$ cat config.mk
export PLATFORM = sky130hd
export DESIGN_NAME = window_accum
export DESIGN_NICKNAME = d
export VERILOG_FILES = /design/src/rtl/window_accum_pkg.sv /design/src/rtl/window_accum_load_down_counter.sv /design/src/rtl/window_accum.sv
export SDC_FILE = /design/constraint.sdc
export NUM_CORES = 1
export LEC_CHECK = 0
export ABC_AREA = 1
export CORE_MARGIN = 8
export CORE_UTILIZATION = 40
export CTS_BUF_LIST = sky130_fd_sc_hd__clkbuf_8
export DETAILED_ROUTE_END_ITERATION = 6
export HOLD_SLACK_MARGIN = 0.02
export PLACE_DENSITY = 0.7
export SETUP_SLACK_MARGIN = 0.1
export SYNTH_ARGS = -nofsm -noshare
export SYNTH_HDL_FRONTEND = slang
export SYNTH_SLANG_ARGS = --single-unit
$ cat constraint.sdc
create_clock -name clk -period 2.16 [get_ports clk]
set_input_delay 0.432 -clock clk [delete_from_list [all_inputs] [get_ports clk]]
set_output_delay 0.432 -clock clk [all_outputs]
set_load 0.05 [all_outputs]
$ cat src/rtl/window_accum_pkg.sv
// window_accum_pkg
// Shared constants for the window accumulator slice:
//   - FSM state encoding (IDLE / WAIT / ACCUM, 2 bits)
//   - default widths for data, delay counter and period/iteration counters
package window_accum_pkg;

  // FSM state encoding
  localparam logic [1:0] ST_IDLE  = 2'd0;
  localparam logic [1:0] ST_WAIT  = 2'd1;
  localparam logic [1:0] ST_ACCUM = 2'd2;

  // Default widths; the delay width tracks the Delay unit's amount width
  localparam int WA_DATA_W  = 32;
  localparam int WA_DELAY_W = 6;
  localparam int WA_CNT_W   = 10;

endpackage

$ cat src/rtl/window_accum_load_down_counter.sv
// load_down_counter
// Loadable down-counter with a zero flag. A load takes priority over a
// decrement; decrementing stops at zero (no wrap).
// Ports:
//   clk_i      in  clock, rising edge
//   rst_ni     in  asynchronous active-low reset
//   load_i     in  load load_val_i into the counter
//   load_val_i in  W-bit load value
//   en_i       in  decrement enable
//   zero_o     out counter is zero
module load_down_counter #(
  parameter int W = 8
) (
  input  logic         clk_i,
  input  logic         rst_ni,
  input  logic         load_i,
  input  logic [W-1:0] load_val_i,
  input  logic         en_i,
  output logic         zero_o
);

  logic [W-1:0] cnt_q;

  // Counter register: load, decrement or hold
  always_ff @(posedge clk_i or negedge rst_ni) begin
    if (!rst_ni) begin
      cnt_q <= '0;
    end else if (load_i) begin
      cnt_q <= load_val_i;
    end else if (en_i && (cnt_q != '0)) begin
      cnt_q <= cnt_q - W'(1);
    end else begin
      cnt_q <= cnt_q;
    end
  end

  assign zero_o = (cnt_q == '0);

endmodule

$ cat src/rtl/window_accum.sv
// window_accum
// Reduces the Delay unit's output stream: after a run pulse, waits `delay`
// cycles, then sums `period` consecutive samples of in0 per window for
// `iterations` back-to-back windows. Each window sum is registered on out0
// with a one-cycle out_valid strobe; a one-cycle done pulse ends the job.
// Ports:
//   clk        in  clock, rising edge
//   rst        in  asynchronous active-low reset
//   run        in  start pulse, only honoured in IDLE
//   in0        in  DATA_W sample stream
//   delay      in  DELAY_W cycles to wait before the first sample
//   period     in  CNT_W samples per window
//   iterations in  CNT_W number of windows
//   out0       out DATA_W last completed window sum (held)
//   out_valid  out out0 updated this cycle
//   busy       out job in progress
//   done       out job finished this cycle
module window_accum
  import window_accum_pkg::*;
#(
  parameter int DATA_W  = WA_DATA_W,
  parameter int DELAY_W = WA_DELAY_W,
  parameter int CNT_W   = WA_CNT_W
) (
  input  logic              clk,
  input  logic              rst,
  input  logic              run,
  input  logic [DATA_W-1:0] in0,
  input  logic [DELAY_W-1:0] delay,
  input  logic [CNT_W-1:0]  period,
  input  logic [CNT_W-1:0]  iterations,
  output logic [DATA_W-1:0] out0,
  output logic              out_valid,
  output logic              busy,
  output logic              done
);

  logic [1:0]        state_q, state_d;
  logic [DATA_W-1:0] acc_q, acc_d;
  logic              first_q, first_d;
  logic [CNT_W-1:0]  per_q, per_d;
  logic [DATA_W-1:0] out0_q, out0_d;
  logic              out_valid_q, out_valid_d;
  logic              busy_q, busy_d;
  logic              done_q, done_d;

  logic [DATA_W-1:0]  sum_s;
  logic               d_load_s, d_en_s, d_zero_s;
  logic [DELAY_W-1:0] d_val_s;
  logic               p_load_s, p_en_s, p_zero_s;
  logic [CNT_W-1:0]   p_val_s;
  logic               i_load_s, i_en_s, i_zero_s;
  logic [CNT_W-1:0]   i_val_s;

  // Counters hold "remaining minus one", so the zero flag marks the last
  // WAIT cycle, the last sample of a window and the last window.
  load_down_counter #(.W(DELAY_W)) u_delay_cnt (
    .clk_i(clk), .rst_ni(rst), .load_i(d_load_s), .load_val_i(d_val_s),
    .en_i(d_en_s), .zero_o(d_zero_s)
  );

  load_down_counter #(.W(CNT_W)) u_period_cnt (
    .clk_i(clk), .rst_ni(rst), .load_i(p_load_s), .load_val_i(p_val_s),
    .en_i(p_en_s), .zero_o(p_zero_s)
  );

  load_down_counter #(.W(CNT_W)) u_iter_cnt (
    .clk_i(clk), .rst_ni(rst), .load_i(i_load_s), .load_val_i(i_val_s),
    .en_i(i_en_s), .zero_o(i_zero_s)
  );

  // Next-state, accumulator and counter control
  always_comb begin
    state_d     = state_q;
    acc_d       = acc_q;
    first_d     = first_q;
    per_d       = per_q;
    out0_d      = out0_q;
    out_valid_d = 1'b0;
    done_d      = 1'b0;
    d_load_s    = 1'b0;
    d_val_s     = '0;
    d_en_s      = 1'b0;
    p_load_s    = 1'b0;
    p_val_s     = per_q;
    p_en_s      = 1'b0;
    i_load_s    = 1'b0;
    i_val_s     = '0;
    i_en_s      = 1'b0;
    // First sample of a window loads rather than adds
    sum_s       = first_q ? in0 : (acc_q + in0);

    case (state_q)
      ST_IDLE: begin
        if (run) begin
          if ((period == '0) || (iterations == '0)) begin
            done_d = 1'b1;
          end else begin
            per_d    = period - CNT_W'(1);
            p_load_s = 1'b1;
            p_val_s  = period - CNT_W'(1);
            i_load_s = 1'b1;
            i_val_s  = iterations - CNT_W'(1);
            first_d  = 1'b1;
            if (delay == '0) begin
              state_d = ST_ACCUM;
            end else begin
              d_load_s = 1'b1;
              d_val_s  = delay - DELAY_W'(1);
              state_d  = ST_WAIT;
            end
          end
        end else begin
          state_d = ST_IDLE;
        end
      end
      ST_WAIT: begin
        if (d_zero_s) begin
          state_d = ST_ACCUM;
        end else begin
          d_en_s = 1'b1;
        end
      end
      ST_ACCUM: begin
        acc_d = sum_s;
        if (p_zero_s) begin
          out0_d      = sum_s;
          out_valid_d = 1'b1;
          first_d     = 1'b1;
          if (i_zero_s) begin
            state_d = ST_IDLE;
            done_d  = 1'b1;
          end else begin
            // Next window starts on the very next cycle
            p_load_s = 1'b1;
            i_en_s   = 1'b1;
          end
        end else begin
          p_en_s  = 1'b1;
          first_d = 1'b0;
        end
      end
      default: begin
        state_d = ST_IDLE;
      end
    endcase

    busy_d = (state_d != ST_IDLE);
  end

  // State and output registers
  always_ff @(posedge clk or negedge rst) begin
    if (!rst) begin
      state_q     <= ST_IDLE;
      acc_q       <= '0;
      first_q     <= 1'b0;
      per_q       <= '0;
      out0_q      <= '0;
      out_valid_q <= 1'b0;
      busy_q      <= 1'b0;
      done_q      <= 1'b0;
    end else begin
      state_q     <= state_d;
      acc_q       <= acc_d;
      first_q     <= first_d;
      per_q       <= per_d;
      out0_q      <= out0_d;
      out_valid_q <= out_valid_d;
      busy_q      <= busy_d;
      done_q      <= done_d;
    end
  end

  assign out0      = out0_q;
  assign out_valid = out_valid_q;
  assign busy      = busy_q;
  assign done      = done_q;

endmodule

-- After elaboration in Yosys (flattened, before gate mapping)
Index checks and enable logic that the tools add are counted.
- reductions and logical operators: 21
- add/sub/neg operators: 7
- equality and inequality tests: 4
- mux-type cells: 49
- operator list (cell ; number):
    two-way mux 10 bit ; 10
    zero test 10 bit ; 4
    subtractor 10 x 1 -> 10 bit, second input constant ; 4
    two-way mux 6 bit ; 6
    adder 32 bit ; 1
    two-way mux 32 bit ; 1
    two-way mux 1 bit ; 22
    nonzero test 10 bit ; 2
    zero test 6 bit ; 2
    two-way mux 2 bit ; 6
    subtractor 6 x 1 -> 6 bit, second input constant ; 2
    nonzero test 2 bit ; 5
    case mux 1 bit (2 select lines) ; 3
    case mux 2 bit (3 select lines) ; 1
    nonzero test 6 bit ; 1
    != test 2 bit, second input constant ; 2
    logical AND 1 bit ; 3
    AND reduction 3 bit ; 1
    == test 2 x 1 -> 1 bit, second input constant ; 1
    == test 2 bit, second input constant ; 1
    zero test 2 bit ; 1
    AND reduction 2 bit ; 1
    logical OR 1 bit ; 1
- logic and storage cells: 92
- register bits after elaboration: 106
- bits of input ports: 61

-- Logic depth before layout (Yosys ltp)
- depth in word-level cells: 7
- mapped depth: 15
- mapped depth without buffers: 15

-- Cells and area by module
Synthesis repeated with hierarchy kept, for this count alone.
- cell total of the unflattened synthesis: 1271
- area, all modules: 8194.1 sq um
- by module, submodules not included (module ; instances ; sequential area each (sq um) ; cells an instance ; area each (sq um)):
    window_accum ; 1 ; 2001.9 ; 983 ; 6259.8
    load_down_counter (u_period_cnt) ; 1 ; 250.2 ; 118 ; 758.2
    load_down_counter (u_iter_cnt) ; 1 ; 250.2 ; 115 ; 750.7
    load_down_counter (u_delay_cnt) ; 1 ; 150.1 ; 55 ; 425.4

-- Least setup slack after synthesis
OpenSTA, ideal clock, no wires.
- path type: input to register
- from: input port in0[0]
- to: register out0_q[10], in the netlist out0[10]
- setup slack: 0.120 ns
- required time: 2.042 ns
- arrival: 1.922 ns
- stages: 13
- path buffers: 0
- path through: ha_1 fa_1 nand2_1 nand2_1 nand3b_1 nand2_1 nand2_1 nand2_1 or2_2 nand3_1 nand2_1 nand2_1 nand2_1
- longest elaborated chain between the ends: 2
- RTL lines (item ; line ; source):
    start: declaration ; window_accum.sv:28 ; input logic [DATA_W-1:0] in0,
    adder 32 bit ; window_accum.sv:91 ; sum_s = first_q ? in0 : (acc_q + in0);
    two-way mux 32 bit ; window_accum.sv:91 ;
    end signal: assignment ; window_accum.sv:167 ; out0_q <= out0_d;
    end: declaration ; window_accum.sv:42 ; logic [DATA_W-1:0] out0_q, out0_d;
Every way passes these cells.
A chain may end at the register's enable or synchronous reset.

-- Worst setup path after layout
- from: register acc_q[11]
- to: register out0_q[20], in the netlist out0[20]
- longest elaborated chain between the ends: 2
- RTL lines (item ; line ; source):
    start: declaration ; window_accum.sv:39 ; logic [DATA_W-1:0] acc_q, acc_d;
    start signal: assignment ; window_accum.sv:155 ; acc_q <= '0;
    start signal: assignment ; window_accum.sv:164 ; acc_q <= acc_d;
    adder 32 bit ; window_accum.sv:91 ;
    two-way mux 32 bit ; window_accum.sv:91 ;
Every way passes these cells.

==> results by group <==
Outcome
  – Outcome: finished, final reports clean

Synth
  – Synth area leaders: dfrtp_1 (34%), nand2_1 (22%), inv_1 (6.6%)
  – Mean Syn Cell Area: 6.728 um^2
  – Synth Warn #: 0
  – Synthesized cell area: 7710 um^2
  – Top-area cell type share of the netlist area: 0.3440
  – Post-synth EDFFs: 0
  – Count of cell types in the netlist: 47
  – Synth Instances: 1146
  – Flops & latches, synth: 106
  – Yosys top cell by area: dfrtp_1
  – Register area share after synthesis: 0.3440
  – FFs w/ async S/R, synth: 1.000
  – Most used DFF post-synth: dfrtp_1
  – Syn Nets: 1247

Critical path
  – CP max stage cell: dfrtp_1
  – Critical-path cell list: ha_4 > buf_6 > nand2_1 > nand2_1 > o21bai_2 > inv_1 > nand2_1 > nand2_1 > nand3_1 > nand2_1 > nand3_1 > nand2_1 > nand2_1 > nand2_1
  – Crit path DAT: 2400 ps
  – R2R cell count: 14
  – Crit-path max FO: 4
  – Worst setup SP type: register
  – Setup CP Type: reg2reg
  – Max incr delay on CP: 440 ps
  – Crit end category: register
  – Cell mode on critical path: nand2_1
  – Critical Path RT: 2510 ps

Clocking
  – CTS clk-pin slew, worst paths: 110 ps
  – Clk_lat worst skew: 400 ps
  – CTS tree: done
  – Clk buf depth: 2
  – CTS buffer count: 9
  – CTS sink count: 106
  – H-tree depth: 3
  – CTS root buffer: clkbuf_8

Placement
  – Gpl congestion: 0.9537
  – DPL Wire Length: 17.13 mm
  – Placed cell count: 1587
  – Setup WS pre-CTS: -497.1 ps
  – Port bufs: 95

Die
  – Die width: 154.8 um
  – Initial core utilization: 0.4094
  – Rows: 50
  – Core area: 18830 um^2
  – Die area: 23970 um^2
  – Die Y: 154.8 um
  – Ports: 96

Power
  – Power Dens Cells: 1105 nW/um^2
  – VDD IR max: 0.6930 mV
  – Leakage: 5.452 nW

Timing
  – Fmax: 486.5 MHz
  – Min cycle time layout: 2055 ps
  – Worst Tran Pin Value: 552.4 ps
  – Final setup fails: 0
  – Max Slew Vio Count: 0
  – Clock skew: 16.12 ps
  – Final Hold Fails: 0
  – Total negative slack: 0 ps
  – Final setup margin: 104.7 ps
  – Slew HR: 0.6311
  – Unrepaired setup endpoints after global routing: true
  – Final period utilization: 0.9515

Finish
  – Non-filler instance count after layout: 1612
  – Final Core Density: 0.5693
  – P&R area growth vs syn: 39.05%
  – Layout cells sized above 1: 0.2204
  – FILL cells: 1749
  – Nets: 1448
  – Number of diodes: 0

GRT
  – Gr ovfl total: 0
  – Initial antenna violation count: 1
  – Largest net degree at the start of global routing: 56
  – Total GRT Usage: 0.1864
  – First-pass GRT wire length: 36.64 mm
  – Vias in the first global route: 7658

Detailed routing
  – Initial DRC Count: 386
  – DR vias: 7829
  – Antenna violation net count after detailed routing: 0
  – Routed length per placed instance: 13.94 um
  – Length of the first detailed-routing pass in iterations: 5
  – Routed WL: 22.48 mm
  – Routed vias/inst: 4.857
  – Remaining DRCs: 0

Run
  – Max Cap Violations: 0

Worst hold path
  – Cell depth of the worst hold path: 3
  – Worst hold path class: in2reg
[what timing repair did]
action                                 in CTS  in global routing
endpoints found under the hold margin      20                  0
setup endpoints to repair                  51                 85
gates resized for setup                    39                141
buffers inserted                            1                  7
hold buffers                                1                  0
pin swaps                                  10                 46
[power by group]
part,total (mW),internal [mW],leakage [nW],switching [mW]
registers,3.13,2.63,1.12,0.504
logic,7.49,3.30,4.24,4.19
clock network,1.23,0.463,0.0931,0.765
[cells in the mapped netlist (all sizes together), types with 16 or more instances]
| library cell | instances |
|---|---|
| nand2 | 451 |
| inv | 144 |
| dfrtp | 106 |
| nor2 | 95 |
| nand3 | 64 |
| o21ai | 64 |
| ha | 39 |
| a21oi | 35 |
| xor2 | 23 |
| or2 | 19 |
| clkbuf | 18 |
| xnor2 | 16 |
[critical path, delay by kind of cell, from the launching register on]
family	cells	cell delay (ps)
adder cells (fa/ha/maj)	1	260
AO/OA/AOI/OAI	1	200
AND/OR/NAND/NOR	10	870
flip-flops	1	440
buffers and inverters	2	240
[state kept, by name (all words and copies together) (netlist names)]
register / cells
u_period_cnt.cnt_q: 10
acc_q: 32
state_q: 2
u_delay_cnt.cnt_q: 6
done: 1
out_valid: 1
per_q: 10
out0: 32
u_iter_cnt.cnt_q: 10
busy: 1
first_q: 1
[worst paths after layout]
check                                           start               endpoint  slack, ps
max in group asynchronous                         rst   out0[16]$_DFFE_PN0P_        990
worst min-delay path                          in0[13]  acc_q[13]$_DFFE_PN0P_        400
min in group asynchronous                         rst  acc_q[22]$_DFFE_PN0P_        460
worst min register to register   out0[16]$_DFFE_PN0P_   out0[16]$_DFFE_PN0P_        480
worst max register to register  acc_q[11]$_DFFE_PN0P_   out0[20]$_DFFE_PN0P_        100
worst max-delay path            acc_q[11]$_DFFE_PN0P_   out0[20]$_DFFE_PN0P_        100
[through the flow]
step                instance area, um^2  hold WS, ps  total power [mW]
finish                            10720        400.8             11.85
global route                      10720        414.7             12.90
CTS                               10110        457.1             11.04
detailed placement                 9731        351.2             9.517
global placement                   9731        343.2             9.367
floorplan                          7710        136.4             7.265
[layout make-up]
cell class              instances  area, um^2  share of cell area
inverters                     145       556.8             0.05194
multi-input cells             870        5015              0.4678
clock buffers                  10       137.6             0.01284
clock inverters                 6       52.55            0.004902
repair buffers                215        1981              0.1848
flip-flops and latches        106        2653              0.2474
well taps                     260       325.3             0.03035
[metal layers]
layer | vias up | part of all wire | global-route usage
met3 | 29 | 0.039 | 0.03344
met2 | 157 | 0.48 | 0.3121
met1 | 3619 | 0.46 | 0.2426
met5 | - | 0.00040 | 0
li1 | 4022 | - | -
met4 | 2 | 0.019 | 0.05040
[cell usage in the layout (no fill, tap or decap), drive strengths merged, types with 10 or more instances in the layout]
master and n:
o21ai 64, nand2 451, buf 120, nor2 95, xor2 23, dfrtp 106, inv 145, dlymetal6s2s 32
clkdlybuf4s50 56, or2 19, nand3 64, clkbuf 10, a21oi 35, ha 39, nor3 10, xnor2 16
nand4 10
[logic make-up (layout without fill, tap and decap cells)]
kind of cell | after synthesis | after routing | synth area share
and+or+nand+nor | 662 | 662 | 0.3616
adders and majority gates | 40 | 40 | 0.06589
AOI/OAI and AO/OA | 129 | 129 | 0.09656
buffers and inverters | 170 | 376 | 0.08763
xor gates and xnor gates | 39 | 39 | 0.04430
DFF | 106 | 106 | 0.3440
(Power assumes the default switching activity.)
